`config.mk`:
```
export PLATFORM = sky130hd
export DESIGN_NAME = rr_grant_indexer
export DESIGN_NICKNAME = d
export VERILOG_FILES = /design/src/rtl/rr_grant_indexer.sv
export SDC_FILE = /design/constraint.sdc
export NUM_CORES = 1
export LEC_CHECK = 0
export ABC_AREA = 1
export CAP_MARGIN = 20
export CORE_MARGIN = 2
export CORE_UTILIZATION = 32
export CTS_CLUSTER_SIZE = 30
export DETAILED_ROUTE_END_ITERATION = 6
export PLACE_DENSITY = 0.55
export SLEW_MARGIN = 20
export SYNTH_ARGS = -nofsm -noshare
export SYNTH_HDL_FRONTEND = slang
export SYNTH_SLANG_ARGS = --single-unit
```
`constraint.sdc`:
```
create_clock -name clk -period 2.4 [get_ports clk]
set_clock_uncertainty 0.05 [all_clocks]
set_input_delay 0.48 -clock clk [delete_from_list [all_inputs] [get_ports clk]]
set_output_delay 0.48 -clock clk [all_outputs]
set_load 0.02 [all_outputs]
```
`src/rtl/rr_grant_indexer.sv`:
```
// Round-robin arbiter producing a registered binary grant index for a downstream
// one-hot decoder. Grants are held until done, owner withdrawal, or watchdog expiry.
module rr_grant_indexer #(
    parameter int N       = 2,
    parameter int TIMEOUT = 16,
    parameter int CW      = $clog2(TIMEOUT + 1)
) (
    input  logic             clk,
    input  logic             rst_n,
    input  logic [2**N-1:0]  req,
    input  logic             done,
    output logic [N-1:0]     grant_idx,
    output logic             grant_valid,
    output logic             timeout
);

    localparam int NR = 2**N;
    localparam logic [CW-1:0] CNT_LAST = CW'(TIMEOUT - 1);
    localparam logic [CW-1:0] CNT_MAX  = CW'(TIMEOUT);

    localparam logic ST_IDLE  = 1'b0;
    localparam logic ST_GRANT = 1'b1;

    logic          state_reg,       state_next;
    logic [N-1:0]  ptr_reg,         ptr_next;
    logic [CW-1:0] cnt_reg,         cnt_next;
    logic [N-1:0]  grant_idx_reg,   grant_idx_next;
    logic          grant_valid_reg, grant_valid_next;
    logic          timeout_reg,     timeout_next;

    logic [N-1:0]  search_base;
    logic [NR-1:0] rot_req;
    logic [NR-1:0] cand;
    logic          cand_any;
    logic [N-1:0]  win_off;
    logic [N-1:0]  win_idx;
    logic          owner_req;
    logic          expire;
    logic          release_now;

    // While granted, the search starts just past the owner, which is the new pointer.
    assign search_base = (state_reg == ST_GRANT) ? grant_idx_reg + N'(1) : ptr_reg;

    generate
        for (genvar gi = 0; gi < NR; gi++) begin : g_rot
            logic [N-1:0] slot;
            assign slot        = search_base + N'(gi);
            assign rot_req[gi] = req[slot];
        end
    endgenerate

    // The last rotated slot is the releasing owner; it may not win its own handover.
    always_comb begin
        cand = rot_req;
        if (state_reg == ST_GRANT) begin
            cand[NR-1] = 1'b0;
        end
    end

    always_comb begin
        cand_any = 1'b0;
        win_off  = '0;
        for (int i = NR - 1; i >= 0; i--) begin
            if (cand[i]) begin
                cand_any = 1'b1;
                win_off  = i[N-1:0];
            end
        end
    end

    assign win_idx     = search_base + win_off;
    assign owner_req   = req[grant_idx_reg];
    assign expire      = (cnt_reg >= CNT_LAST);
    assign release_now = done | ~owner_req | expire;

    always_comb begin
        state_next       = state_reg;
        ptr_next         = ptr_reg;
        cnt_next         = cnt_reg;
        grant_idx_next   = grant_idx_reg;
        grant_valid_next = grant_valid_reg;
        timeout_next     = 1'b0;
        case (state_reg)
            ST_IDLE: begin
                if (cand_any) begin
                    grant_idx_next   = win_idx;
                    grant_valid_next = 1'b1;
                    cnt_next         = '0;
                    state_next       = ST_GRANT;
                end
            end
            default: begin
                if (release_now) begin
                    ptr_next     = grant_idx_reg + N'(1);
                    // Only a pure watchdog expiry is reported; done or withdrawal wins.
                    timeout_next = expire & ~done & owner_req;
                    cnt_next     = '0;
                    if (cand_any) begin
                        grant_idx_next = win_idx;
                    end else begin
                        grant_valid_next = 1'b0;
                        state_next       = ST_IDLE;
                    end
                end else if (cnt_reg != CNT_MAX) begin
                    cnt_next = cnt_reg + CW'(1);
                end
            end
        endcase
    end

    always_ff @(posedge clk or negedge rst_n) begin
        if (!rst_n) begin
            state_reg       <= ST_IDLE;
            ptr_reg         <= '0;
            cnt_reg         <= '0;
            grant_idx_reg   <= '0;
            grant_valid_reg <= 1'b0;
            timeout_reg     <= 1'b0;
        end else begin
            state_reg       <= state_next;
            ptr_reg         <= ptr_next;
            cnt_reg         <= cnt_next;
            grant_idx_reg   <= grant_idx_next;
            grant_valid_reg <= grant_valid_next;
            timeout_reg     <= timeout_next;
        end
    end

    assign grant_idx   = grant_idx_reg;
    assign grant_valid = grant_valid_reg;
    assign timeout     = timeout_reg;

endmodule
```
==> flow_metrics.tcl <==
set metrics [dict create \
    clkLatencyLatePin_ns 0.27 \
    crit_path_start_kind "primary input" \
    finalNetCount 169 \
    fmax_mhz 482 \
    postCtsSetupBuffers 0 \
    largest_reg_flops 5 \
    slew_headroom 0.612 \
    final.min_clock_period_ns 2.07 \
    clkTransAtPathRegs_ns 0.08 \
    initial_core_util 0.332 \
    setup_tns_ns 0 \
    worstSetupEndpointType "flip-flop" \
    wl_um 2180 \
    die_w_um 59.8 \
    worst_pin_slew_ns 0.580 \
    via_count 933 \
    place_area_mm2 0.00113 \
    outcome "finished, final reports clean" \
    final-setup-viol-count 0 \
    crit_required_ns 2.55 \
    ys_seq_area_frac 0.301 \
    dp_cells 187 \
    initialDrtViolationCount 39 \
    nFillCells 327 \
    hpwlAfterDp_um 1730 \
    rsz0062_at_grt "no" \
    cp_max_fo 6 \
    drv_cap 0 \
    synth_top_area_share 0.301 \
    syn_to_final_growth_pct 17.1 \
    track_usage 0.144 \
    syn_area_um2 997 \
    ant_nets 0 \
    syn_inst 144 \
    hold_viol_final 0 \
    critical_path_class "in -> reg" \
    hold_slack_ns 0.469 \
    gp_congestion 0.849 \
    htreeDepth 1 \
    cts_buffers 3 \
    layout-drive-gt1-share 0.215 \
    dieHeight_um 59.8 \
    cts_hold_buf 0 \
    final_cells 191 \
    fin_area_mm2 0.00117 \
    ys_ff_latch 12 \
    synth_top_area_cell "dfrtp_1" \
    io_buffers 10 \
    overflow 0 \
    coreArea_mm2 0.00300 \
    ys_types 22 \
    n_antenna_cell 0 \
    slew_viol_final 0 \
    dieArea_mm2 0.00358 \
    syn_area_per_cell_um2 6.93 \
    clk_path_buf_depth 2 \
    clock-root-buffer "clkbuf_4" \
    wire_per_inst_um 11.4 \
    synth.net_count 154 \
    fp-row-count 20 \
    grt_max_degree 13 \
    grt_pass1_wl_um 3940 \
    yosys_warnings 0 \
    worstHoldPathType "reg -> reg" \
    clock-sinks 12 \
    cts_tree "yes" \
    cts_resized 0 \
    firstDrtPassIters 4 \
    routed_via_density 4.88 \
    grt_pass1_vias 912 \
    worstPathArrival_ns 2.23 \
    synthTopCellsByArea "dfrtp_1 (30%), nand2_1 (19%), nand3_1 (8.0%), nand2_2 (5.0%), inv_1 (4.9%)" \
    route.detailed.drc 0 \
    min_period_over_period 0.864 \
    antenna_found_initial 0 \
    num_io_pins 11 \
]
## routing by layer
layer / up-vias / global-route usage / routed length, um
li1: 487 / - / -
met4: 0 / 0.0413 / 9
met3: 2 / 0.0390 / 62
met1: 434 / 0.173 / 1020
met2: 10 / 0.248 / 1080
met5: - / 0 / 0
## cell usage after synthesis
master and count:
or2_2 1, nand3_2 3, nor3_4 1, nor4_1 1, o21ai_2 5, inv_1 13, nor2_2 2, inv_2 3
o21ai_1 4, nand2_2 8, nand3_1 16, inv_4 1, a21oi_1 2, ha_1 3, buf_6 2, o22ai_2 1
xnor2_1 1, nand2_1 51, o21ai_0 6, nand2_4 3, dfrtp_1 12, nor2_1 5
## critical path: stages
cell             delay [ns]
clkdlybuf4s50_1        0.51
inv_1                  0.07
a21oi_1                0.11
o21ai_0                0.09
nand2_1                0.10
inv_1                  0.06
nor2_1                 0.09
nand2_1                0.08
nor2_1                 0.33
inv_1                  0.16
o22ai_2                0.16
## cell families after synthesis
family          share of synthesized area
buf+inv                            0.0891
flops                               0.301
simple gates                        0.447
xor+xnor                          0.00878
compound gates                      0.117
fa+ha+maj                          0.0376
## cells in the final DEF, fill, tap and decap left out
master	netlist	routed
o21ai_1	4	4
inv_4	1	1
nand3_1	16	16
buf_4	0	2
or2_2	1	1
nor2_1	5	5
clkbuf_8	0	1
inv_2	3	3
nand2_4	3	3
nand2_2	8	8
dfrtp_1	12	12
xnor2_1	1	1
clkbuf_4	0	3
nor2_2	2	2
nand3_2	3	3
clkdlybuf4s50_1	0	10
o22ai_2	1	1
inv_1	13	13
a21oi_1	2	2
ha_1	3	3
nand2_1	51	51
nor3_4	1	1
o21ai_2	5	5
nor4_1	1	1
o21ai_0	6	6
## worst paths after layout
check / from / endpoint / slack, ns / cells past startpoint
min reg2reg: grant_valid / grant_valid / 0.47 / 2
min in group asynchronous: rst_n / timeout / 0.52 / 1
max in group asynchronous: rst_n / grant_idx[1] / 1.40 / 1
max: req[1] / cnt_reg[4] / 0.33 / 11
min: grant_valid / grant_valid / 0.47 / 2
max reg2reg: state_reg / grant_idx[1] / 0.37 / 14
## area by class of cell
class	count	area (um2)	share of cell area
clock buffer	4	36.3	0.0311
inverter	17	66.3	0.0568
multi-input combinational	113	608	0.521
sequential	12	300	0.257
tap	33	41.3	0.0354
timing repair buffer	12	115	0.0986
## stage by stage
step                       util  setup slack [ns]
after floorplan               -             0.599
after global placement    0.377            0.0744
after CTS                 0.389             0.337
after detailed placement  0.377            0.0689
final                     0.389             0.326
after global routing      0.389            0.0864
Power is left out: the tool's default activity adds up to more than one toggle a clock period on the data nets, which glitch-free logic cannot reach.
